## config.mk

```make
export PLATFORM = sky130hd
export DESIGN_NAME = bit_serial_adder
export DESIGN_NICKNAME = d
export VERILOG_FILES = /design/src/rtl/bit_serial_adder_pkg.sv /design/src/rtl/bit_serial_adder_fa_1bit.sv /design/src/rtl/bit_serial_adder.sv
export SDC_FILE = /design/constraint.sdc
export NUM_CORES = 1
export LEC_CHECK = 0
export CELL_PAD_IN_SITES_DETAIL_PLACEMENT = 0
export CELL_PAD_IN_SITES_GLOBAL_PLACEMENT = 1
export CORE_ASPECT_RATIO = 0.6
export CORE_UTILIZATION = 35
export DETAILED_ROUTE_END_ITERATION = 12
export PLACE_DENSITY_LB_ADDON = 0.2
export SYNTH_ARGS = -nofsm -noshare
export SYNTH_HDL_FRONTEND = slang
export SYNTH_SLANG_ARGS = --single-unit
```

## constraint.sdc

```tcl
create_clock -name clk -period 1.4 [get_ports clk]
set_input_delay 0.14 -clock clk [delete_from_list [all_inputs] [get_ports clk]]
set_output_delay 0.14 -clock clk [all_outputs]
set_load 0.005 [all_outputs]
```

## src/rtl/bit_serial_adder_pkg.sv

```systemverilog
// Shared definitions for the bit-serial adder: FSM state encoding.
// 2'd3 is not a legal state; the FSM steers it back to IDLE.
package bit_serial_adder_pkg;

    localparam logic [1:0] ST_IDLE    = 2'd0;
    localparam logic [1:0] ST_SHIFT   = 2'd1;
    localparam logic [1:0] ST_DONE    = 2'd2;
    localparam logic [1:0] ST_ILLEGAL = 2'd3;

endpackage

```

## src/rtl/bit_serial_adder_fa_1bit.sv

```systemverilog
// Single-bit full-adder cell used on the LSB datapath of the bit-serial adder.
module fa_1bit (
    input  logic a,
    input  logic b,
    input  logic cin,
    output logic s,
    output logic cout
);

    // Sum and carry of one bit position.
    always_comb begin
        s    = a ^ b ^ cin;
        cout = (a & b) | (cin & (a ^ b));
    end

endmodule

```

## src/rtl/bit_serial_adder.sv

```systemverilog
// Multi-cycle WIDTH-bit adder: {cout, sum} = a + b + cin, one bit per clock,
// LSB first, through a single full-adder cell with a registered carry.
//
// Handshake: start is sampled only while the FSM is in IDLE or DONE; an
// accepted start captures a/b/cin on that edge. busy is high for the WIDTH
// cycles of the SHIFT phase, done is a one-cycle pulse when sum/cout are
// fresh. Start seen during SHIFT is ignored. Holding start high across DONE
// chains the next add with no idle cycle. sum/cout hold their value until the
// next completion. rst wins over everything, including start.
module bit_serial_adder
    import bit_serial_adder_pkg::*;
#(
    parameter int WIDTH = 8
) (
    input  logic             clk,
    input  logic             rst,
    input  logic             start,
    input  logic [WIDTH-1:0] a,
    input  logic [WIDTH-1:0] b,
    input  logic             cin,
    output logic             busy,
    output logic             done,
    output logic [WIDTH-1:0] sum,
    output logic             cout,
    output logic [1:0]       state_dbg
);

    localparam int              CNT_W    = $clog2(WIDTH);
    localparam logic [CNT_W-1:0] CNT_LAST = CNT_W'(WIDTH - 1);

    logic [1:0]       state;
    logic [WIDTH-1:0] a_sr;
    logic [WIDTH-1:0] b_sr;
    logic [WIDTH-1:0] res_sr;
    logic             carry;
    logic [CNT_W-1:0] cnt;

    logic             fa_s;
    logic             fa_co;

    // The one full-adder cell works on the current LSBs and the stored carry.
    fa_1bit u_fa (
        .a    (a_sr[0]),
        .b    (b_sr[0]),
        .cin  (carry),
        .s    (fa_s),
        .cout (fa_co)
    );

    // FSM, operand/result shift registers, carry and bit counter.
    always_ff @(posedge clk) begin
        if (rst) begin
            state  <= ST_IDLE;
            a_sr   <= '0;
            b_sr   <= '0;
            res_sr <= '0;
            carry  <= 1'b0;
            cnt    <= '0;
            sum    <= '0;
            cout   <= 1'b0;
        end else begin
            case (state)
                ST_IDLE: begin
                    if (start) begin
                        a_sr  <= a;
                        b_sr  <= b;
                        carry <= cin;
                        cnt   <= '0;
                        state <= ST_SHIFT;
                    end
                end
                ST_SHIFT: begin
                    a_sr   <= a_sr >> 1;
                    b_sr   <= b_sr >> 1;
                    res_sr <= {fa_s, res_sr[WIDTH-1:1]};
                    carry  <= fa_co;
                    cnt    <= cnt + 1'b1;
                    if (cnt == CNT_LAST) begin
                        sum   <= {fa_s, res_sr[WIDTH-1:1]};
                        cout  <= fa_co;
                        state <= ST_DONE;
                    end
                end
                ST_DONE: begin
                    if (start) begin
                        a_sr  <= a;
                        b_sr  <= b;
                        carry <= cin;
                        cnt   <= '0;
                        state <= ST_SHIFT;
                    end else begin
                        state <= ST_IDLE;
                    end
                end
                default: begin
                    state <= ST_IDLE;
                end
            endcase
        end
    end

    // Status outputs decode directly from the state register.
    always_comb begin
        busy      = (state == ST_SHIFT);
        done      = (state == ST_DONE);
        state_dbg = state;
    end

endmodule

```

Yosys cells after proc, flatten, opt, wreduce, memory -nomap -nowiden
Index checks and enable logic that the tools add are counted.

Register bits: 39. Bits of input ports: 20. Logic and storage cells: 38.

Add/subtract/negate cells: 1. Equality and inequality tests: 6. Muxes and demuxes: 12. Bitwise logic cells: 5. Reduce and logical (&&, ||, !) cells: 6.

Operators by type and width (number): $pmux 8 s2 (2); $mux 8 (2); $pmux 2 s3 (1); $pmux 3 s2 (1); $reduce_and 2->1 (3); $mux 2 (2); $ne 2x1->1 const B (2); $add 3x1->3 const B (1); $eq 3x3->1 const B (1); $mux 3 (1); $and 1x1->1 (2); $eq 2x1->1 const B (1); $eq 2x2->1 const B (1); $logic_not 2->1 (1); $mux 1 (2); $ne 2x2->1 const B (1); $pmux 1 s2 (1); $reduce_bool 2->1 (1); $reduce_or 2->1 (1); $xor 1x1->1 (2); $or 1x1->1 (1).

Depth between registers and ports, before layout
Gate-level depths: netlist of the first run.

Word-level depth: 4. Mapped depth: 6. Depth with buffers taken out: 5.

Cells and area by module
A second synthesis of the first run with hierarchy kept.

Cells, all modules: 173. Area, all modules: 1686.6 µm².

By module, submodules not included: bit_serial_adder (instances 1, cells an instance 172, area each 1666.6 µm², seq. area each 760.7 µm²); fa_1bit (instances 1, cells an instance 1, area each 20.0 µm², seq. area each 0.0 µm²).

Least setup slack after synthesis of the first run
Ideal clock, no wire load.

Path kind: reg2reg. From: register state[0], in the netlist state_dbg[0]. To: register a_sr[1]. Arrival: 1.062 ns. Data required time: 1.258 ns. Slack: 0.197 ns. Stages on the path, launching flop included: 7. Path through: dfxtp_1 -> buf_6 -> nor2b_2 -> buf_4 -> buf_6 -> nor3_2 -> a211oi_2.

Longest elaborated chain between the ends: 4. Elaborated cells between the ends (all ways): 8. Classes of those cells: eq/ne (3); mux (1); reduce/logical (4).

Ends and longest elaborated chain: start, declared (RTL line bit_serial_adder.sv:31) `logic [1:0] state;`; start signal, assigned (RTL line bit_serial_adder.sv:53) `state <= ST_IDLE;`; start signal, assigned (RTL line bit_serial_adder.sv:69) `state <= ST_SHIFT;`; start signal, assigned (RTL line bit_serial_adder.sv:81) `state <= ST_DONE;`; $eq 2x2->1 or $logic_not 2->1 (tied branches) (RTL line bit_serial_adder.sv:62) `case (state)`; $reduce_or 2->1 (no line); $ne 2x1->1 (no line) or $reduce_bool 2->1 (tied branches); $reduce_and 2->1 (no line); end signal, assigned (RTL line bit_serial_adder.sv:73) `a_sr <= a_sr >> 1;`; end, declared (RTL line bit_serial_adder.sv:32) `logic [WIDTH-1:0] a_sr;`.

Several ways; a longest one is shown, not always the timed one. A chain may end at the register's enable or synchronous reset.

Worst setup path after layout of the first run
From: register state[1], in the netlist state_dbg[1]. To: output port state_dbg[1].

RTL lines: end, declared (RTL line bit_serial_adder.sv:25) `output logic [1:0] state_dbg`.

No word-level cell between the ends.

==> results of run 1 <==
## cells in the final DEF, fill, tap and decap left out, drive strengths merged, types with 5 or more instances in the layout
cell type      instances
clkdlybuf4s50         29
dfxtp                 38
buf                   12
nand2                 28
a21oi                 21
nor3                  15
mux2i                 15
nand3                 14
a211oi                15
clkbuf                 5
## worst min-delay path: stages
cell             delay (ns)
clkdlybuf4s50_1        0.41
nand2_1                0.07
a21oi_1                0.06
## state kept, by name (all words and copies together) (netlist names)
signal,cells
cout,1
res_sr,7
a_sr,8
carry,1
cnt,3
state_dbg,2
sum,8
b_sr,8
## kinds of logic (layout without fill, tap and decap cells)
| kind of cell | Yosys count | count (layout) | share of synthesized area [%] |
|---|---|---|---|
| AOI/OAI and AO/OA | 37 | 37 | 16.3 |
| adders and majority gates | 3 | 3 | 2.67 |
| buffers and inverters | 15 | 53 | 5.56 |
| DFF | 38 | 38 | 45.1 |
| muxes | 15 | 15 | 8.90 |
| and+or+nand+nor | 65 | 65 | 21.4 |
## worst max-delay path by stage
| stage | startpoint | to | slack (ns) | cells after the start |
|---|---|---|---|---|
| 2_1_floorplan | state_dbg[0] | a_sr[1] | 0.20 | 6 |
| 3_3_place_gp | start | b_sr[0] | 0.05 | 5 |
| 6_report | state_dbg[1] | state_dbg[1] | 0.10 | 1 |
| 4_1_cts | state_dbg[1] | state_dbg[1] | 0.10 | 1 |
| 3_5_place_dp | start | b_sr[5] | -0.03 | 5 |
| 5_1_grt | state_dbg[1] | state_dbg[1] | 0.05 | 1 |
## metal layers
layer / up-vias / global-route usage (%) / share of wire (%)
met2: 28 / 23.7 / 43
li1: 681 / - / -
met4: 0 / 5.44 / 0.74
met1: 610 / 22.0 / 53
met5: - / 0 / 0
met3: 4 / 3.42 / 3.4
## area by class of cell
cell class                 instances  area (sq um)
fill                             450          2370
multi-input combinational        120           835
sequential                        38           766
timing repair buffer              44           452
tap                               63          78.8
clock buffer                       5          68.8
clock inverter                     3          40.0
inverter                           1          3.75
## report_power, final
| part | switching [uW] | total [uW] | internal, uW |
|---|---|---|---|
| Combinational | 204 | 411 | 207 |
| Clock | 392 | 916 | 525 |
| Sequential | 43.8 | 1190 | 1140 |
| Total | 640 | 2510 | 1870 |
## stage by stage
| stage | total power, uW | std cells | hold slack [ns] | area, sq um | setup WS [ns] |
|---|---|---|---|---|---|
| 2_1_floorplan | 1480 | 173 | 0.276 | 1690 | 0.197 |
| 5_1_grt | 2630 | 274 | 0.450 | 2240 | 0.0546 |
| 3_5_place_dp | 1630 | 266 | 0.449 | 2120 | -0.0283 |
| 6_report | 2510 | 274 | 0.438 | 2240 | 0.103 |
| 4_1_cts | 2530 | 274 | 0.429 | 2240 | 0.104 |
| 3_3_place_gp | 1610 | 266 | 0.444 | 2120 | 0.0478 |
==> flow_summary_export.csv, run 1 <==
group,metric,value,unit
yosys,ys_ff_latch,38,
cts,postCtsHoldBufs,0,
pwr,p_per_area,1120,nW/um^2
critical_path,crit-reg2reg-capture,"sum[5]",
placement,dp_hpwl,2550,um
critical_path,critPathCaptureType,"output port",
cts,cts.sinks,38,
critical_path,crit_type,"reg2out",
cts,cts-root-buf,"clkbuf_8",
grt,grt_pass1_wl,6240,um
critical_path,reg2reg_depth,6,
floorplanning,die_w,91.6,um
route,avgViaCountPerCell,4.83,
pwr,vdd_drop_max,0.546,mV
floorplanning,ios,33,
cts,path_clk_slew,0.07,ns
route,dr.pass1.iters,4,
yosys,synth_common_cells,"dfxtp_1, nand2_1, a21oi_1",
sta,finalSetupViolCount,0,
yosys,yosysTopAreaCellShare,45.1,%
sta,finalCritPeriodShare,92.6,%
yosys,async_reset_ff_share,0,%
sta,maxSlewViolCount,0,
cts,cts_setup_buffers,0,
worst_hold_path,min_path_type,"in2reg",
grt,grt-ovfl-total,0,
critical_path,cp.arrival,1.16,ns
floorplanning,coreArea,4610,sq um
sta,fin_skew,0.00681,ns
finish,nets,233,
yosys,ys_seq_area_share,45.1,%
grt,grt_max_degree,39,
finish,areaGrowthSynthToFinish,33.0,%
finish,diodes,0,
grt,grt_usage,15.7,%
pwr,p_leak,0.000806,uW
yosys,netlist-cell-type-count,25,
yosys,synth_edf_count,0,
critical_path,crit_path_start_kind,"register",
placement,gp_congestion,0.684,
critical_path,r2r_start,"cnt[0]",
route,wl_per_cell,13.4,um
floorplanning,start_util,36.6,%
route,ant_nets,0,
yosys,syn_area,1690,sq um
finish,fin_util,48.6,%
yosys,syn_area_per_cell,9.75,sq um
yosys,ys_top_cells_by_area,"dfxtp_1, mux2i_1, a211oi_2, a21oi_1, nand2_1",
sta,worst_pin_slew,0.254,ns
route,route.vias.total,1323,
critical_path,critPathRequiredTime,1.26,ns
sta,min_period,1.30,ns
yosys,synth_fp_nets,196,
critical_path,crit_slowest_cell,"clkdlybuf4s50_1",
sta,final.setup.tns,0,ns
yosys,ys.flop_type,"dfxtp_1",
grt,antenna_found_initial,0,
sta,relSlewSlack,83.1,%
worst_hold_path,hold_path_startpoint,"b[7]",
route,drc,0,
critical_path,cp_max_fo,4,
worst_hold_path,min_delay_worst_endpoint,"b_sr[7]",
cts,cts_resized,9,
cts,cts-htree-levels,2,
worst_hold_path,min_path_cells,3,
finish,drive_gt1_share,21.8,%
floorplanning,die_y,55.8,um
yosys,yosys_warnings,0,
critical_path,max_stage_delay,0.51,ns
yosys,synth_largest_area_cell,"dfxtp_1",
cts,cts.path.max_buffers,2,
yosys,syn_inst,173,
placement,io_buffers,32,
sta,finalHoldViolCount,0,
route,drt_iter0_drc,56,
route,finalWirelength,3660,um
grt,grt_pass1_vias,1318,
job,maxCapViolations,0,
cts,cts_tree,"built",
critical_path,worstPathCellList,"clkdlybuf4s50_1",
floorplanning,core.rowCount,19,
floorplanning,die_area,5110,sq um
run_status,status,"finished, final reports clean",
yosys,yosysMostFrequentCell,"dfxtp_1",
sta,max_freq,771,MHz
sta,grt_setup_unrepaired,"false",
critical_path,cp_top_family,"buffers and inverters",
cts,clk_latency,0.29,ns
critical_path,path_buf_inv,1,
critical_path,rrSetupSlack,0.18,ns
cts,cts_buffers,5,
Note: power is estimated with default switching activity, not from simulation.
==> run 2: changes to the inputs <==
--- a/config.mk
+++ b/config.mk
@@ -11,6 +11,7 @@
 export CORE_UTILIZATION = 35
 export DETAILED_ROUTE_END_ITERATION = 12
 export PLACE_DENSITY_LB_ADDON = 0.2
+export RECOVER_POWER = 100
 export SYNTH_ARGS = -nofsm -noshare
 export SYNTH_HDL_FRONTEND = slang
 export SYNTH_SLANG_ARGS = --single-unit
==> run 2 against run 1 <==
Compared with the run above: hold slack got worse by 0.0045 ns; critical path depth did not move; via count rose by 0.45%; global-route usage did not move; combinational power fell by 4.9%; register-to-register slack got worse by 0.06 ns; count of clock-buffer cells in the layout did not move; sequential share of layout area rose by 0.60 points; power fell by 1.0%; clock power fell by 0.5%; sequential power barely moved; critical path type unchanged; critical endpoint is now sum[5].
==> flow_summary_export.csv, run 2 (same netlist as run 1, synthesis figures left out) <==
group,metric,value,unit
critical_path,crit_path_start_kind,"register",
cts,cts_buffers,5,
floorplanning,coreArea,4610,sq um
pwr,p_leak,0.000820,uW
sta,finalHoldViolCount,0,
worst_hold_path,min_path_type,"in2reg",
route,drc,0,
grt,use_met1,22.0,%
floorplanning,core.rowCount,19,
placement,place_ws,-0.0283,ns
route,finalWirelength,3630,um
route,avgViaCountPerCell,4.85,
grt,grt_pass1_vias,1318,
placement,dp_hpwl,2550,um
finish,fillers,456,
grt,use_met2,23.7,%
cts,cts_tree,"built",
pwr,vdd_drop_max,0.542,mV
finish,nets,233,
pwr,p_per_area,1130,nW/um^2
grt,antenna_found_initial,0,
grt,grt-ovfl-total,0,
critical_path,crit_slowest_cell,"dlygate4sd3_1",
cts,cts-root-buf,"clkbuf_8",
sta,min_period,1.34,ns
route,wl_per_cell,13.3,um
cts,cts.path.max_buffers,2,
cts,clk_latency,0.29,ns
grt,grt_usage,15.7,%
critical_path,critPathRequiredTime,1.26,ns
sta,finalSetupViolCount,0,
finish,mostFrequentLayoutCells,"dfxtp_1, nand2_1, clkdlybuf4s50_1, a21oi_1, mux2i_1",
critical_path,critPathCaptureType,"output port",
critical_path,crit_type,"reg2out",
finish,diodes,0,
grt,grt.busiest_layer,"met2",
placement,placed_cells,266,
route,route.vias.total,1329,
grt,grt_pass1_wl,6240,um
sta,worst_pin_slew,0.294,ns
run_status,status,"finished, final reports clean",
route,ant_nets,0,
sta,relSlewSlack,80.4,%
cts,cts-htree-levels,2,
floorplanning,die_area,5110,sq um
cts,cts_setup_buffers,0,
sta,max_freq,746,MHz
floorplanning,start_util,36.6,%
critical_path,cp_max_fo,2,
job,maxCapViolations,0,
cts,path_clk_slew,0.07,ns
floorplanning,ios,33,
finish,mostFrequentLayoutCell,"dfxtp_1",
finish,finalNonFillerCells,274,
critical_path,path_buf_inv,1,
finish,areaGrowthSynthToFinish,30.7,%
placement,io_buffers,32,
critical_path,cp.arrival,1.20,ns
critical_path,cp_top_family,"buffers and inverters",
route,drt_iter0_drc,48,
placement,gp_congestion,0.684,
finish,reg_top3,"a_sr x8, b_sr x8, sum x8",
sta,finalCritPeriodShare,95.8,%
sta,final.setup.tns,0,ns
finish,drive_gt1_share,18.0,%
sta,grt_setup_unrepaired,"false",
route,dr.pass1.iters,4,
sta,layout_setup_ws,0.0590,ns
floorplanning,die_y,55.8,um
sta,fin_skew,0.00897,ns
critical_path,worstPathCellList,"dlygate4sd3_1",
critical_path,max_stage_delay,0.57,ns
grt,use_met3,3.42,%
cts,cts.sinks,38,
grt,grt_max_degree,39,
floorplanning,die_w,91.6,um
sta,maxSlewViolCount,0,
run 2: cell types whose count changed in the layout (fill, tap and decap cells not counted), sizes merged:
cell           previous run  this run
buf                      12         9
dlygate4sd3               0         7
clkbuf                    5         8
clkdlybuf4s50            29        22
run 2: cell type report:
class                      count  area [sq um]  area share (%)
tap                           63          78.8            3.58
clock buffer                   5          68.8            3.12
sequential                    38           766            34.7
clock inverter                 3          40.0            1.82
timing repair buffer          44           443            20.1
inverter                       1          3.75           0.170
multi-input combinational    120           805            36.5
run 2: what timing repair did:
action | 4_1_cts | 5_1_grt
resized for setup | 9 | 0
hold buffers | 0 | 0
endpoints found under the setup margin | 3 | 0
run 2: worst paths after layout:
| kind | end | slack, ns | startpoint | cells past startpoint |
|---|---|---|---|---|
| setup / recovery | sum[5] | 0.06 | sum[5] | 1 |
| hold / removal | b_sr[7] | 0.43 | b[7] | 3 |
| setup reg to reg | b_sr[5] | 0.12 | state_dbg[0] | 5 |
| hold reg to reg | sum[3] | 0.45 | sum[3] | 2 |
run 2: through the flow:
step | hold WS, ns | instance area [sq um] | total power (uW) | utilization [%]
3_5_place_dp | 0.449 | 2120 | 1630 | 46.0
2_1_floorplan | 0.276 | 1690 | 1480 | -
6_report | 0.434 | 2200 | 2490 | 47.8
4_1_cts | 0.429 | 2240 | 2530 | 48.6
3_3_place_gp | 0.444 | 2120 | 1610 | 46.0
5_1_grt | 0.450 | 2200 | 2600 | 47.8
run 2: per-layer routing:
metal	vias up	part of all wire [%]
met5	-	0
met4	0	0.74
met3	4	3.8
met2	27	43
met1	614	52
li1	684	-
run 2: where the power goes:
part           internal [uW]  switching (uW)  leakage, uW
Sequential              1140            43.7     0.000312
Clock                    524             387    0.0000579
Combinational            197             195     0.000450
